## src/rtl/oric_tape_if.sv

```systemverilog
// Tape RAM read port plus image length, shared by the cassette player and
// whatever holds the tape image.
interface oric_tape_if #(
  parameter int ADDR_W = 16
);
  logic [ADDR_W-1:0] tape_len;
  logic [ADDR_W-1:0] tape_addr;
  logic              tape_rd;
  logic [7:0]        tape_data;

  modport master (
    input  tape_len,
    input  tape_data,
    output tape_addr,
    output tape_rd
  );

  modport slave (
    output tape_len,
    output tape_data,
    input  tape_addr,
    input  tape_rd
  );
endinterface

```

## src/rtl/oric_tape_player.sv

```systemverilog
// Oric cassette playback: serialises tape RAM bytes (start, 8 data LSB first,
// odd parity, stop bits) into the K7_TAPEIN waveform, timed off ENA_1MHZ.
//
// state | meaning
// IDLE  | waiting for a play edge, line low
// FETCH | tape RAM read strobe for the current address
// LOAD  | capture byte, compute parity, restart the cell index
// HIGH  | first half of a cell, line high for T_HALF ticks
// LOW   | line low for T_HALF ('1') or 2*T_HALF ('0') ticks
// DONE  | one-cycle completion pulse
module oric_tape_player #(
  parameter int T_HALF     = 208,
  parameter int ADDR_W     = 16,
  parameter int STOP_BITS  = 3,
  parameter bit MOTOR_GATE = 1'b1
) (
  input  logic        CLK_IN,
  input  logic        RESET,
  input  logic        ENA_1MHZ,
  input  logic        play,
  input  logic        stop,
  input  logic        K7_REMOTE,
  oric_tape_if.master bus,
  output logic        K7_TAPEIN,
  output logic        busy,
  output logic        done
);
  typedef enum logic [2:0] {
    S_IDLE, S_FETCH, S_LOAD, S_HIGH, S_LOW, S_DONE
  } state_t;

  localparam int CNT_W = $clog2(2 * T_HALF + 1);
  localparam int IDX_W = 5;
  localparam logic [CNT_W-1:0] CNT_ONE  = CNT_W'(T_HALF);
  localparam logic [CNT_W-1:0] CNT_ZERO = CNT_W'(2 * T_HALF);
  localparam logic [IDX_W-1:0] LAST_IDX = IDX_W'(9 + STOP_BITS);

  state_t            r_state, w_state_nxt;
  logic              r_play_d1, r_play_d2;
  logic [ADDR_W-1:0] r_addr, w_addr_nxt;
  logic [7:0]        r_data, w_data_nxt;
  logic              r_parity, w_parity_nxt;
  logic [IDX_W-1:0]  r_idx, w_idx_nxt;
  logic [CNT_W-1:0]  r_cnt, w_cnt_nxt;
  logic              w_play_edge, w_run, w_tc, w_bit, w_last_byte;

  assign w_play_edge = r_play_d1 & ~r_play_d2;
  assign w_run       = ENA_1MHZ & (K7_REMOTE | ~MOTOR_GATE);
  assign w_tc        = w_run && (r_cnt == CNT_W'(1));
  assign w_last_byte = (r_addr == bus.tape_len - ADDR_W'(1));

  // Data bits are consumed from r_data[0]; the register shifts after each data cell.
  always_comb begin
    w_bit = 1'b1;
    if (r_idx == '0)
      w_bit = 1'b0;
    else if (r_idx <= IDX_W'(8))
      w_bit = r_data[0];
    else if (r_idx == IDX_W'(9))
      w_bit = r_parity;
  end

  always_ff @(posedge CLK_IN) begin
    if (RESET) begin
      r_state   <= S_IDLE;
      r_play_d1 <= 1'b0;
      r_play_d2 <= 1'b0;
      r_addr    <= '0;
      r_data    <= '0;
      r_parity  <= 1'b0;
      r_idx     <= '0;
      r_cnt     <= '0;
    end else begin
      r_state   <= w_state_nxt;
      r_play_d1 <= play;
      r_play_d2 <= r_play_d1;
      r_addr    <= w_addr_nxt;
      r_data    <= w_data_nxt;
      r_parity  <= w_parity_nxt;
      r_idx     <= w_idx_nxt;
      r_cnt     <= w_cnt_nxt;
    end
  end

  always_comb begin
    w_state_nxt  = r_state;
    w_addr_nxt   = r_addr;
    w_data_nxt   = r_data;
    w_parity_nxt = r_parity;
    w_idx_nxt    = r_idx;
    w_cnt_nxt    = r_cnt;
    case (r_state)
      S_IDLE: begin
        if (w_play_edge) begin
          if (bus.tape_len == '0) begin
            w_state_nxt = S_DONE;
          end else begin
            w_addr_nxt  = '0;
            w_state_nxt = S_FETCH;
          end
        end
      end
      S_FETCH: w_state_nxt = S_LOAD;
      S_LOAD: begin
        w_data_nxt   = bus.tape_data;
        w_parity_nxt = ~^bus.tape_data;
        w_idx_nxt    = '0;
        w_cnt_nxt    = CNT_ONE;
        w_state_nxt  = S_HIGH;
      end
      S_HIGH: begin
        if (w_tc) begin
          w_cnt_nxt   = w_bit ? CNT_ONE : CNT_ZERO;
          w_state_nxt = S_LOW;
        end else if (w_run) begin
          w_cnt_nxt = r_cnt - CNT_W'(1);
        end
      end
      S_LOW: begin
        if (w_tc) begin
          if (r_idx == LAST_IDX) begin
            if (w_last_byte) begin
              w_state_nxt = S_DONE;
            end else begin
              w_addr_nxt  = r_addr + ADDR_W'(1);
              w_state_nxt = S_FETCH;
            end
          end else begin
            if (r_idx >= IDX_W'(1) && r_idx <= IDX_W'(8))
              w_data_nxt = r_data >> 1;
            w_idx_nxt   = r_idx + IDX_W'(1);
            w_cnt_nxt   = CNT_ONE;
            w_state_nxt = S_HIGH;
          end
        end else if (w_run) begin
          w_cnt_nxt = r_cnt - CNT_W'(1);
        end
      end
      S_DONE:  w_state_nxt = S_IDLE;
      default: w_state_nxt = S_IDLE;
    endcase
    // stop beats everything, including a play edge seen in the same cycle
    if (stop)
      w_state_nxt = S_IDLE;
  end

  assign bus.tape_addr = r_addr;
  assign bus.tape_rd   = (r_state == S_FETCH);
  assign K7_TAPEIN     = (r_state == S_HIGH);
  assign busy          = (r_state == S_FETCH) || (r_state == S_LOAD) ||
                         (r_state == S_HIGH)  || (r_state == S_LOW);
  assign done          = (r_state == S_DONE);
endmodule
```

## src/flat_wrapper.sv

```systemverilog
// flat-port wrapper written by rule: the top's interface ports become plain ports
module oric_tape_player_flat 
#(
  parameter int T_HALF     = 208,
  parameter int ADDR_W     = 16,
  parameter int STOP_BITS  = 3,
  parameter bit MOTOR_GATE = 1'b1
)
  (CLK_IN, RESET, ENA_1MHZ, play, stop, K7_REMOTE, K7_TAPEIN, busy, done, bus_tape_len, bus_tape_data, bus_tape_addr, bus_tape_rd);
  oric_tape_if #(.ADDR_W(ADDR_W)) bus_i ();
  input  logic CLK_IN;
  input  logic RESET;
  input  logic ENA_1MHZ;
  input  logic play;
  input  logic stop;
  input  logic K7_REMOTE;
  output logic K7_TAPEIN;
  output logic busy;
  output logic done;
  input wire logic [$bits(bus_i.tape_len)-1:0] bus_tape_len;
  input wire logic [$bits(bus_i.tape_data)-1:0] bus_tape_data;
  output wire logic [$bits(bus_i.tape_addr)-1:0] bus_tape_addr;
  output wire logic [$bits(bus_i.tape_rd)-1:0] bus_tape_rd;
  assign bus_i.tape_len = bus_tape_len;
  assign bus_i.tape_data = bus_tape_data;
  assign bus_tape_addr = bus_i.tape_addr;
  assign bus_tape_rd = bus_i.tape_rd;
  oric_tape_player #(.T_HALF(T_HALF), .ADDR_W(ADDR_W), .STOP_BITS(STOP_BITS), .MOTOR_GATE(MOTOR_GATE)) u_core (.CLK_IN(CLK_IN), .RESET(RESET), .ENA_1MHZ(ENA_1MHZ), .play(play), .stop(stop), .K7_REMOTE(K7_REMOTE), .bus(bus_i), .K7_TAPEIN(K7_TAPEIN), .busy(busy), .done(done));
endmodule
```

## config.mk

```make
export PLATFORM = sky130hd
export DESIGN_NAME = oric_tape_player_flat
export DESIGN_NICKNAME = d
export VERILOG_FILES = /design/src/rtl/oric_tape_if.sv /design/src/rtl/oric_tape_player.sv /design/src/flat_wrapper.sv
export SDC_FILE = /design/constraint.sdc
export NUM_CORES = 1
export LEC_CHECK = 0
export ABC_CLOCK_PERIOD_IN_PS = 6100
export BUFFER_PORTS_ARGS = -buffer_cell sky130_fd_sc_hd__buf_2
export CORE_MARGIN = 2
export CORE_UTILIZATION = 61
export CTS_CLUSTER_DIAMETER = 60
export DETAILED_ROUTE_END_ITERATION = 8
export PLACE_DENSITY = 0.95
export SETUP_SLACK_MARGIN = 0.2
export SLEW_MARGIN = 20
export SYNTH_ARGS = -nofsm -noshare
export SYNTH_HDL_FRONTEND = slang
export SYNTH_SLANG_ARGS = --single-unit
```

## constraint.sdc

```tcl
create_clock -name CLK_IN -period 6.1 [get_ports CLK_IN]
set_input_delay 1.22 -clock CLK_IN [delete_from_list [all_inputs] [get_ports CLK_IN]]
set_output_delay 1.22 -clock CLK_IN [all_outputs]
set_load 0.02 [all_outputs]
```

==> flow_summary.rst, run 1 <==
.. list-table::
   :header-rows: 1

   * - Metric
     - Value
   * - Total area of multi-input combinational cells
     - 0.001988 sq mm
   * - Routed wire length per instance
     - 13.65 um
   * - Minimum clock period after layout
     - 3.770 ns
   * - Num CTS Buffers
     - 5
   * - Simple-gate share of the synthesized area
     - 32.99%
   * - Total routing resource utilization after global routing
     - 26.07%
   * - Fraction of synthesized area in multiplexers
     - 0.6639%
   * - Arrival time worst endpoint
     - 4.01 ns
   * - Syn_area_per_cell
     - 7.391 sq um
   * - Count of standard-cell rows
     - 25
   * - Maximum level of the CTS H-tree
     - 2
   * - Number of hold buffers added after cts
     - 0
   * - Largest net degree at the start of global routing
     - 32
   * - Unrepaired setup endpoints after global routing
     - false
   * - Dominant synthesized flop cell
     - sky130_fd_sc_hd__dfxtp_1
   * - Final routed DRC violation total
     - 0
   * - Share of flip-flops with an asynchronous set or reset after synthesis
     - 0%
   * - Critical path capture point type
     - flop
   * - Post-synthesis sequential area ratio
     - 29.21%
   * - Yosys synthesis warning count
     - 0
   * - Number of storage elements in the synthesis netlist
     - 44
   * - Vertical die dimension
     - 74.31 um
   * - # setup viols final
     - 0
   * - Skew final
     - 0.008502 ns
   * - Share of the synthesized netlist area taken by xor and xnor gates
     - 9.876%
   * - Hold_ws
     - 0.4786 ns
   * - Filler cells
     - 410
   * - Utilization after layout
     - 70.58%
   * - Vias post-DR
     - 3097
   * - Transition time at the pin with the least slew margin
     - 0.9634 ns
   * - Antenna-violating nets left
     - 0
   * - Area growth from synthesis to layout
     - 11.29%
   * - Setup TNS
     - 0 ns
   * - Detailed Routing Iterations Pass 1
     - 4
   * - Data required time of the worst path
     - 6.34 ns
   * - Sinks on the clock net
     - 44
   * - Detailed Route WL
     - 7041 um
   * - Max Cap Violations
     - 0
   * - Post-synth cell types
     - 50
   * - Count of antenna diodes in the layout
     - 0
   * - Peak ir drop on the vdd network
     - 0.0001996 V
   * - Insertion delay of the later-clocked pin in the worst-skew pair
     - 0.31 ns
   * - Outcome
     - finished, final reports clean
   * - Number of hold violations in the final report
     - 0
   * - Clk slew on worst S/H paths
     - 0.08 ns
   * - Area share of the largest cell type after synthesis
     - 29.21%
   * - Final Max Tran Viols
     - 0
   * - Area taken by flip-flops and latches
     - 880.8 sq um
   * - Post-CTS setup-driven buffer insertion count
     - 0
   * - Number of flops mapped to enable cells by yosys
     - 0
   * - Library cell occupying the most area in the post-synthesis netlist
     - sky130_fd_sc_hd__dfxtp_1
   * - Mapped Cells
     - 408
   * - Post-cts resize count
     - 0
   * - Cell leakage power
     - 1.279 nW
   * - Worst min-delay path category
     - reg2reg
   * - Clock tree from TritonCTS
     - done
   * - Fraction of layout cells with a size suffix above 1
     - 14.92%
   * - Final estimated routing congestion in global placement
     - 0.8787
   * - Critical path launch point type
     - input port
   * - Floorplan Core Area
     - 0.004755 sq mm
   * - Top-level I/O count
     - 50
   * - Number of global-route vias before repair
     - 2786
   * - Full die area
     - 0.005522 sq mm
   * - Port buffer count
     - 49
   * - Wire length of the first global-routing pass
     - 11410 um
   * - Final worst path period share
     - 61.80%
   * - Detailed router's first-iteration violation count
     - 280
   * - Headroom to the max-slew limit
     - 35.78%
   * - Die X
     - 74.31 um
   * - Area share of fa/ha/maj cells after synthesis
     - 2.905%
   * - CTS root buffer
     - sky130_fd_sc_hd__clkbuf_8
   * - Fraction of the mapped netlist area in compound gates
     - 19.50%
   * - Most used standard cells in the synthesized netlist
     - sky130_fd_sc_hd__a21oi_1, sky130_fd_sc_hd__dfxtp_1, sky130_fd_sc_hd__nand2_1, sky130_fd_sc_hd__nor2_1, sky130_fd_sc_hd__o21ai_0
   * - Top cells by area in the synthesized netlist
     - sky130_fd_sc_hd__dfxtp_1, sky130_fd_sc_hd__a21oi_1, sky130_fd_sc_hd__xnor2_1, sky130_fd_sc_hd__nand2_1, sky130_fd_sc_hd__nor2_1
   * - Vias per inst
     - 6.002
   * - Maximum count of clock buffers along a single path
     - 2
   * - Dpl hpwl
     - 5143 um
   * - Power per cell area
     - 165.5 mW/mm^2
   * - Post-synthesis instance area
     - 0.003015 sq mm
   * - Total number of nets in the final design
     - 485
   * - Initial antenna violation count
     - 0
   * - Type of the setup path with the least slack
     - in2reg
   * - Effective utilization at floorplan
     - 63.42%
   * - Achievable Freq
     - 265.3 MHz
   * - Grt total ovfl
     - 0
   * - Crit path max fanout
     - 25
   * - Dominant combinational cell family by area after synthesis
     - simple AND/OR/NAND/NOR gates
   * - Most instantiated library cell after synthesis
     - sky130_fd_sc_hd__a21oi_1
   * - Post-synth net total
     - 445
## routing by layer
layer / global-route usage [%] / part of all wire [%] / vias up
li1: - / - / 1540
met1: 28.98 / 43 / 1451
met2: 47.42 / 50 / 93
met3: 5.691 / 5.0 / 13
met4: 11.90 / 2.4 / 0
met5: 0 / 0 / -
## path summary, 6_finish.rpt
| check | startpoint | end | slack [ns] | depth (start not counted) |
|---|---|---|---|---|
| setup / recovery | bus_tape_len[0] | u_core.bus.tape_addr[10]$_SDFFE_PP0P_ | 2.33 | 11 |
| hold / removal | u_core.r_play_d1$_SDFF_PP0_ | u_core.r_play_d2$_SDFF_PP0_ | 0.48 | 1 |
| setup reg to reg | u_core.r_idx[1]$_SDFFE_PP0P_ | u_core.bus.tape_addr[13]$_SDFFE_PP0P_ | 3.28 | 9 |
| hold reg to reg | u_core.r_play_d1$_SDFF_PP0_ | u_core.r_play_d2$_SDFF_PP0_ | 0.48 | 1 |
## state kept, by name (all words and copies together) (netlist names)
signal / count
u_core.r_state: 3
u_core.bus.tape_addr: 16
u_core.r_cnt: 9
u_core.r_play_d2: 1
u_core.r_play_d1: 1
u_core.r_parity: 1
u_core.r_data: 8
u_core.r_idx: 5
## per-stage QoR
stage / setup slack (ns) / power (W) / instance area (sq um) / std cells
floorplan: 2.424 / 0.0003477 / 3015 / 408
global placement: 2.139 / 0.0003680 / 3266 / 508
detailed placement: 2.015 / 0.0003710 / 3266 / 508
CTS: 2.328 / 0.0005542 / 3356 / 516
global route: 2.099 / 0.0005737 / 3356 / 516
finish: 2.330 / 0.0005555 / 3356 / 516
## cells by family (layout without fill, tap and decap cells)
family	count (synthesis)	in the layout
compound gates	99	99
mux	2	2
buf+inv	33	74
simple gates	189	189
xor+xnor	34	34
flops	44	44
fa+ha+maj	7	7
## power by group
part           internal, W  switching [W]   total, W
clock            0.0000924      0.0000981   0.000191
sequential        0.000289     0.00000251   0.000292
combinational    0.0000298      0.0000432  0.0000731
total             0.000412       0.000144   0.000556
## cell type report
class	instances	share of cell area, %
Inverter	16	1.790
Sequential cell	44	26.25
Tap cell	67	2.498
Clock buffer	8	2.685
Timing Repair Buffer	50	7.532
Multi-Input combinational cell	331	59.25
## critical path, cell delays in order
cell	delay, ns
sky130_fd_sc_hd__buf_2	0.13
sky130_fd_sc_hd__inv_1	0.05
sky130_fd_sc_hd__ha_1	0.25
sky130_fd_sc_hd__or4b_4	0.50
sky130_fd_sc_hd__or4_4	0.45
sky130_fd_sc_hd__a2111oi_4	0.30
sky130_fd_sc_hd__nand4b_1	0.17
sky130_fd_sc_hd__nor4_1	0.24
sky130_fd_sc_hd__a21o_2	0.38
sky130_fd_sc_hd__o21ai_0	0.16
sky130_fd_sc_hd__a21oi_1	0.15
## cell usage in the layout (no fill, tap or decap), drive strengths merged, types with 16 or more instances in the layout
master / count
nor3: 24
a21oi: 48
o21ai: 25
nand2: 39
xnor2: 22
buf: 50
nand3: 21
nor2: 39
inv: 16
dfxtp: 44
Note: power is estimated with default switching activity, not from simulation.
==> run 2: changes to the inputs <==
- ABC_AREA: default -> 1
- ABC_CLOCK_PERIOD_IN_PS: 6100 -> 3100
- CORE_UTILIZATION: 61 -> 53
- PLACE_DENSITY: 0.95 -> 0.89
- clock period: 6.1 -> 3.1 ns (I/O delays scaled with it)
==> run 2 against run 1 <==
Against the previous run: cell count rose by 28%; sequential share of layout area shrank 3.5 points; register-to-register slack lost 2.5 ns; setup slack worse by 1.6 ns; largest power group unchanged; clock power grew 78%; utilization fell by 10 points; critical endpoint is now busy; sequential power grew 95%; die area up 33%; routed wire length up 24%.
==> flow_summary.rst, run 2 <==
.. list-table::
   :header-rows: 1

   * - Metric
     - Value
   * - Outcome
     - finished, final reports clean (unchanged)
   * - Library cell occupying the most area in the post-synthesis netlist
     - sky130_fd_sc_hd__dfxtp_1 (unchanged)
   * - Setup TNS
     - 0 ns (unchanged)
   * - Peak ir drop on the vdd network
     - 0.0002254 V (was 0.0001996 V)
   * - Critical path capture point type
     - output pin (was flop)
   * - Clock tree from TritonCTS
     - done (unchanged)
   * - Critical path launch point type
     - flop (was input port)
   * - Utilization after layout
     - 60.56% (was 70.58%)
   * - Fraction of layout cells with a size suffix above 1
     - 19.28% (was 14.92%)
   * - Hold_ws
     - 0.4309 ns (was 0.4786 ns)
   * - Type of the setup path with the least slack
     - reg2out (was in2reg)
   * - Power Total
     - 0.001078 W (was 0.0005555 W)
   * - Logic depth of the worst setup path including buffers
     - 6 (was 11)
   * - CTS root buffer
     - sky130_fd_sc_hd__clkbuf_8 (unchanged)
   * - Maximum level of the CTS H-tree
     - 2 (unchanged)
   * - Grt total ovfl
     - 0 (unchanged)
   * - Achievable Freq
     - 413.3 MHz
   * - Share of flip-flops with an asynchronous set or reset after synthesis
     - 0% (unchanged)
   * - Post-cts resize count
     - 0 (unchanged)
   * - Maximum cell stage delay along the critical path
     - 0.37 ns (was 0.50 ns)
   * - Post-synth net total
     - 573 (was 445)
   * - Unrepaired setup endpoints after global routing
     - false (unchanged)
   * - Count of standard-cell rows
     - 29 (was 25)
   * - Critical register-to-register path startpoint
     - u_core.r_cnt[1]$_SDFFE_PP0P_ (was u_core.r_idx[1]$_SDFFE_PP0P_)
   * - Floorplan Core Area
     - 0.006386 sq mm (was 0.004755 sq mm)
   * - Mapped Cells
     - 536 (was 408)
   * - Sum of buffers and inverters on the critical path
     - 3 (was 2)
   * - Minimum clock period after layout
     - 2.420 ns
   * - Final Max Tran Viols
     - 0 (unchanged)
   * - Total routing resource utilization after global routing
     - 24.21% (was 26.07%)
   * - Yosys synthesis warning count
     - 0 (unchanged)
   * - Post-synthesis sequential area ratio
     - 24.98% (was 29.21%)
   * - Max Cap Violations
     - 0 (unchanged)
   * - Final worst path period share
     - 78.05%
   * - Number of storage elements in the synthesis netlist
     - 44 (unchanged)
   * - Initial antenna violation count
     - 0 (unchanged)
   * - Area growth from synthesis to layout
     - 9.688% (was 11.29%)
   * - Post-synth cell types
     - 45 (was 50)
   * - Wire length of the first global-routing pass
     - 14840 um (was 11410 um)
   * - # setup viols final
     - 0 (unchanged)
   * - Full die area
     - 0.007321 sq mm (was 0.005522 sq mm)
   * - Routed wire length per instance
     - 13.26 um (was 13.65 um)
   * - Most used standard cells in the synthesized netlist
     - sky130_fd_sc_hd__nand2_1, sky130_fd_sc_hd__inv_1, sky130_fd_sc_hd__nor2_1 (was sky130_fd_sc_hd__a21oi_1, sky130_fd_sc_hd__dfxtp_1, sky130_fd_sc_hd__nand2_1, sky130_fd_sc_hd__nor2_1, sky130_fd_sc_hd__o21ai_0)
   * - Number of global-route vias before repair
     - 3393 (was 2786)
   * - Headroom to the max-slew limit
     - 70.73% (was 35.78%)
   * - Arrival time worst endpoint
     - 1.80 ns (was 4.01 ns)
   * - Final estimated routing congestion in global placement
     - 0.8963 (was 0.8787)
   * - CP cell instances
     - inv_1, nand2_1, nor2_1, inv_1, nand3_1, buf_2 (was buf_2, inv_1, ha_1, or4b_4, or4_4, a2111oi_4, nand4b_1, nor4_1, a21o_2, o21ai_0, a21oi_1)
   * - Cell family with most CP delay
     - simple AND/OR/NAND/NOR gates (unchanged)
   * - Maximum count of clock buffers along a single path
     - 2 (unchanged)
   * - Area share of the largest cell type after synthesis
     - 24.98% (was 29.21%)
   * - Power per cell area
     - 278.7 mW/mm^2 (was 165.5 mW/mm^2)
   * - Cell count of the worst reg-to-reg path
     - 11 (was 9)
   * - Worst min-delay path category
     - reg2reg (unchanged)
   * - Clk slew on worst S/H paths
     - 0.08 ns (about the same)
   * - Dpl hpwl
     - 6723 um (was 5143 um)
   * - Total number of nets in the final design
     - 618 (was 485)
   * - Data required time of the worst path
     - 2.48 ns (was 6.34 ns)
   * - Dominant synthesized flop cell
     - sky130_fd_sc_hd__dfxtp_1 (unchanged)
   * - Post-synthesis instance area
     - 0.003526 sq mm (was 0.003015 sq mm)
   * - Final std cell area, no fill
     - 0.003867 sq mm (was 0.003356 sq mm)
   * - Transition time at the pin with the least slew margin
     - 0.4375 ns (was 0.9634 ns)
   * - Crit path max fanout
     - 5 (was 25)
   * - Largest net degree at the start of global routing
     - 26 (was 32)
   * - Instance area at placement
     - 0.003790 sq mm (was 0.003266 sq mm)
   * - Effective utilization at floorplan
     - 55.21% (was 63.42%)
   * - Vias per inst
     - 5.464 (was 6.002)
   * - Number of hold buffers added after cts
     - 0 (unchanged)
   * - Count of antenna diodes in the layout
     - 0 (unchanged)
   * - Startpoint of the most critical setup path
     - u_core.r_state[2]$_SDFFE_PP0P_ (was bus_tape_len[0])
   * - Most instantiated library cell after synthesis
     - sky130_fd_sc_hd__nand2_1 (was sky130_fd_sc_hd__a21oi_1)
   * - Cell with the biggest individual delay on the critical path
     - sky130_fd_sc_hd__nor2_1 (was sky130_fd_sc_hd__or4b_4)
   * - Register-to-Register Setup Slack
     - 0.76 ns (was 3.28 ns)
   * - Antenna-violating nets left
     - 0 (unchanged)
   * - Cell leakage power
     - 1.829 nW (was 1.279 nW)
   * - FF-to-FF End
     - u_core.bus.tape_addr[5]$_SDFFE_PP0P_ (was u_core.bus.tape_addr[13]$_SDFFE_PP0P_)
   * - Vertical die dimension
     - 85.57 um (was 74.31 um)
   * - Leading cell types in the layout, fill and taps excluded
     - sky130_fd_sc_hd__nand2_1, sky130_fd_sc_hd__inv_1, sky130_fd_sc_hd__buf_2, sky130_fd_sc_hd__nor2_1, sky130_fd_sc_hd__dfxtp_1 (was sky130_fd_sc_hd__buf_2, sky130_fd_sc_hd__a21oi_1, sky130_fd_sc_hd__dfxtp_1, sky130_fd_sc_hd__nand2_1, sky130_fd_sc_hd__nor2_1)
   * - Top cells by area in the synthesized netlist
     - sky130_fd_sc_hd__dfxtp_1, sky130_fd_sc_hd__nand2_1, sky130_fd_sc_hd__inv_1, sky130_fd_sc_hd__nand3_1, sky130_fd_sc_hd__nor2_1 (was sky130_fd_sc_hd__dfxtp_1, sky130_fd_sc_hd__a21oi_1, sky130_fd_sc_hd__xnor2_1, sky130_fd_sc_hd__nand2_1, sky130_fd_sc_hd__nor2_1)
   * - Num CTS Buffers
     - 5 (unchanged)
   * - Critical path's most frequent cell
     - sky130_fd_sc_hd__inv_1
   * - Detailed router's first-iteration violation count
     - 216 (was 280)
   * - Number of hold violations in the final report
     - 0 (unchanged)
   * - Insertion delay of the later-clocked pin in the worst-skew pair
     - 0.30 ns (was 0.31 ns)
   * - Port buffer count
     - 49 (unchanged)
   * - Die X
     - 85.57 um (was 74.31 um)
   * - Sinks on the clock net
     - 44 (unchanged)
   * - Detailed Route WL
     - 8723 um (was 7041 um)
   * - Skew final
     - 0.009347 ns (was 0.008502 ns)
   * - Vias post-DR
     - 3595 (was 3097)
   * - Top-level I/O count
     - 50 (unchanged)
   * - Final routed DRC violation total
     - 0 (unchanged)
   * - Syn_area_per_cell
     - 6.578 sq um (was 7.391 sq um)
   * - Detailed Routing Iterations Pass 1
     - 5 (was 4)
   * - Post-CTS setup-driven buffer insertion count
     - 0 (unchanged)
   * - Most common cell after layout, fill and taps aside
     - sky130_fd_sc_hd__nand2_1 (was sky130_fd_sc_hd__buf_2)
   * - Largest register FFs
     - 16 (unchanged)
   * - Number of flops mapped to enable cells by yosys
     - 0 (unchanged)
   * - Crit path capture
     - busy (was u_core.bus.tape_addr[10]$_SDFFE_PP0P_)
run 2: kinds of logic after synthesis:
family / after synthesis / synth area share, %
adder cells (fa/ha/maj): 7 / 2.484
AO/OA/AOI/OAI: 74 / 12.74
flip-flops: 44 / 24.98
AND/OR/NAND/NOR: 277 / 40.14
XOR/XNOR: 29 / 7.204
buffers and inverters: 105 / 12.46
run 2: layer usage:
metal	track usage, %	part of all wire, %	vias up
met5	0	0	-
met4	7.504	1.5	0
met3	2.984	6.1	15
met2	45.24	50	125
met1	28.69	43	1634
li1	-	-	1821
run 2: final cells by class:
cell class / count / area, sq um
repair buffers: 50 / 252.7
clock inverters: 1 / 5.005
fillers: 615 / 2519
multi-input cells: 387 / 2206
inverters: 93 / 354.1
flip-flops and latches: 44 / 880.8
well taps: 77 / 96.34
clock buffers: 6 / 72.57
run 2: power breakdown:
group,internal [W],leakage [nW],total [W],switching (W)
clock network,0.000153,0.0410,0.000340,0.000187
logic,0.0000591,1.43,0.000168,0.000109
registers,0.000568,0.355,0.000569,0.00000180
total,0.000780,1.83,0.00108,0.000298
run 2: stage by stage:
stage | instances | setup WS [ns]
2_1_floorplan | 536 | 0.9621
3_3_place_gp | 651 | 0.5531
3_5_place_dp | 651 | 0.3994
4_1_cts | 658 | 0.6944
5_1_grt | 658 | 0.5678
6_report | 658 | 0.6803
run 2: worst register-to-register path, cell delays in order, from the launching register on:
cell and delay [ns]:
sky130_fd_sc_hd__dfxtp_1 0.32, sky130_fd_sc_hd__inv_1 0.09, sky130_fd_sc_hd__ha_1 0.16, sky130_fd_sc_hd__inv_1 0.04
sky130_fd_sc_hd__nor2_1 0.15, sky130_fd_sc_hd__nand4_2 0.16, sky130_fd_sc_hd__nand2_1 0.18, sky130_fd_sc_hd__nand4_2 0.19
sky130_fd_sc_hd__nor2_8 0.32, sky130_fd_sc_hd__nand2_2 0.34, sky130_fd_sc_hd__nand3_1 0.20, sky130_fd_sc_hd__a21oi_1 0.07
run 2: how the worst min path moves through the flow:
stage	start	to	slack [ns]	depth (start not counted)
after floorplan	u_core.r_play_d1$_SDFF_PP0_	u_core.r_play_d2$_SDFF_PP0_	0.40	2
after global placement	u_core.r_play_d1$_SDFF_PP0_	u_core.r_play_d2$_SDFF_PP0_	0.42	2
after detailed placement	u_core.r_play_d1$_SDFF_PP0_	u_core.r_play_d2$_SDFF_PP0_	0.42	2
after CTS	u_core.r_play_d1$_SDFF_PP0_	u_core.r_play_d2$_SDFF_PP0_	0.43	2
after global routing	u_core.r_play_d1$_SDFF_PP0_	u_core.r_play_d2$_SDFF_PP0_	0.45	2
final	u_core.r_play_d1$_SDFF_PP0_	u_core.r_play_d2$_SDFF_PP0_	0.43	2
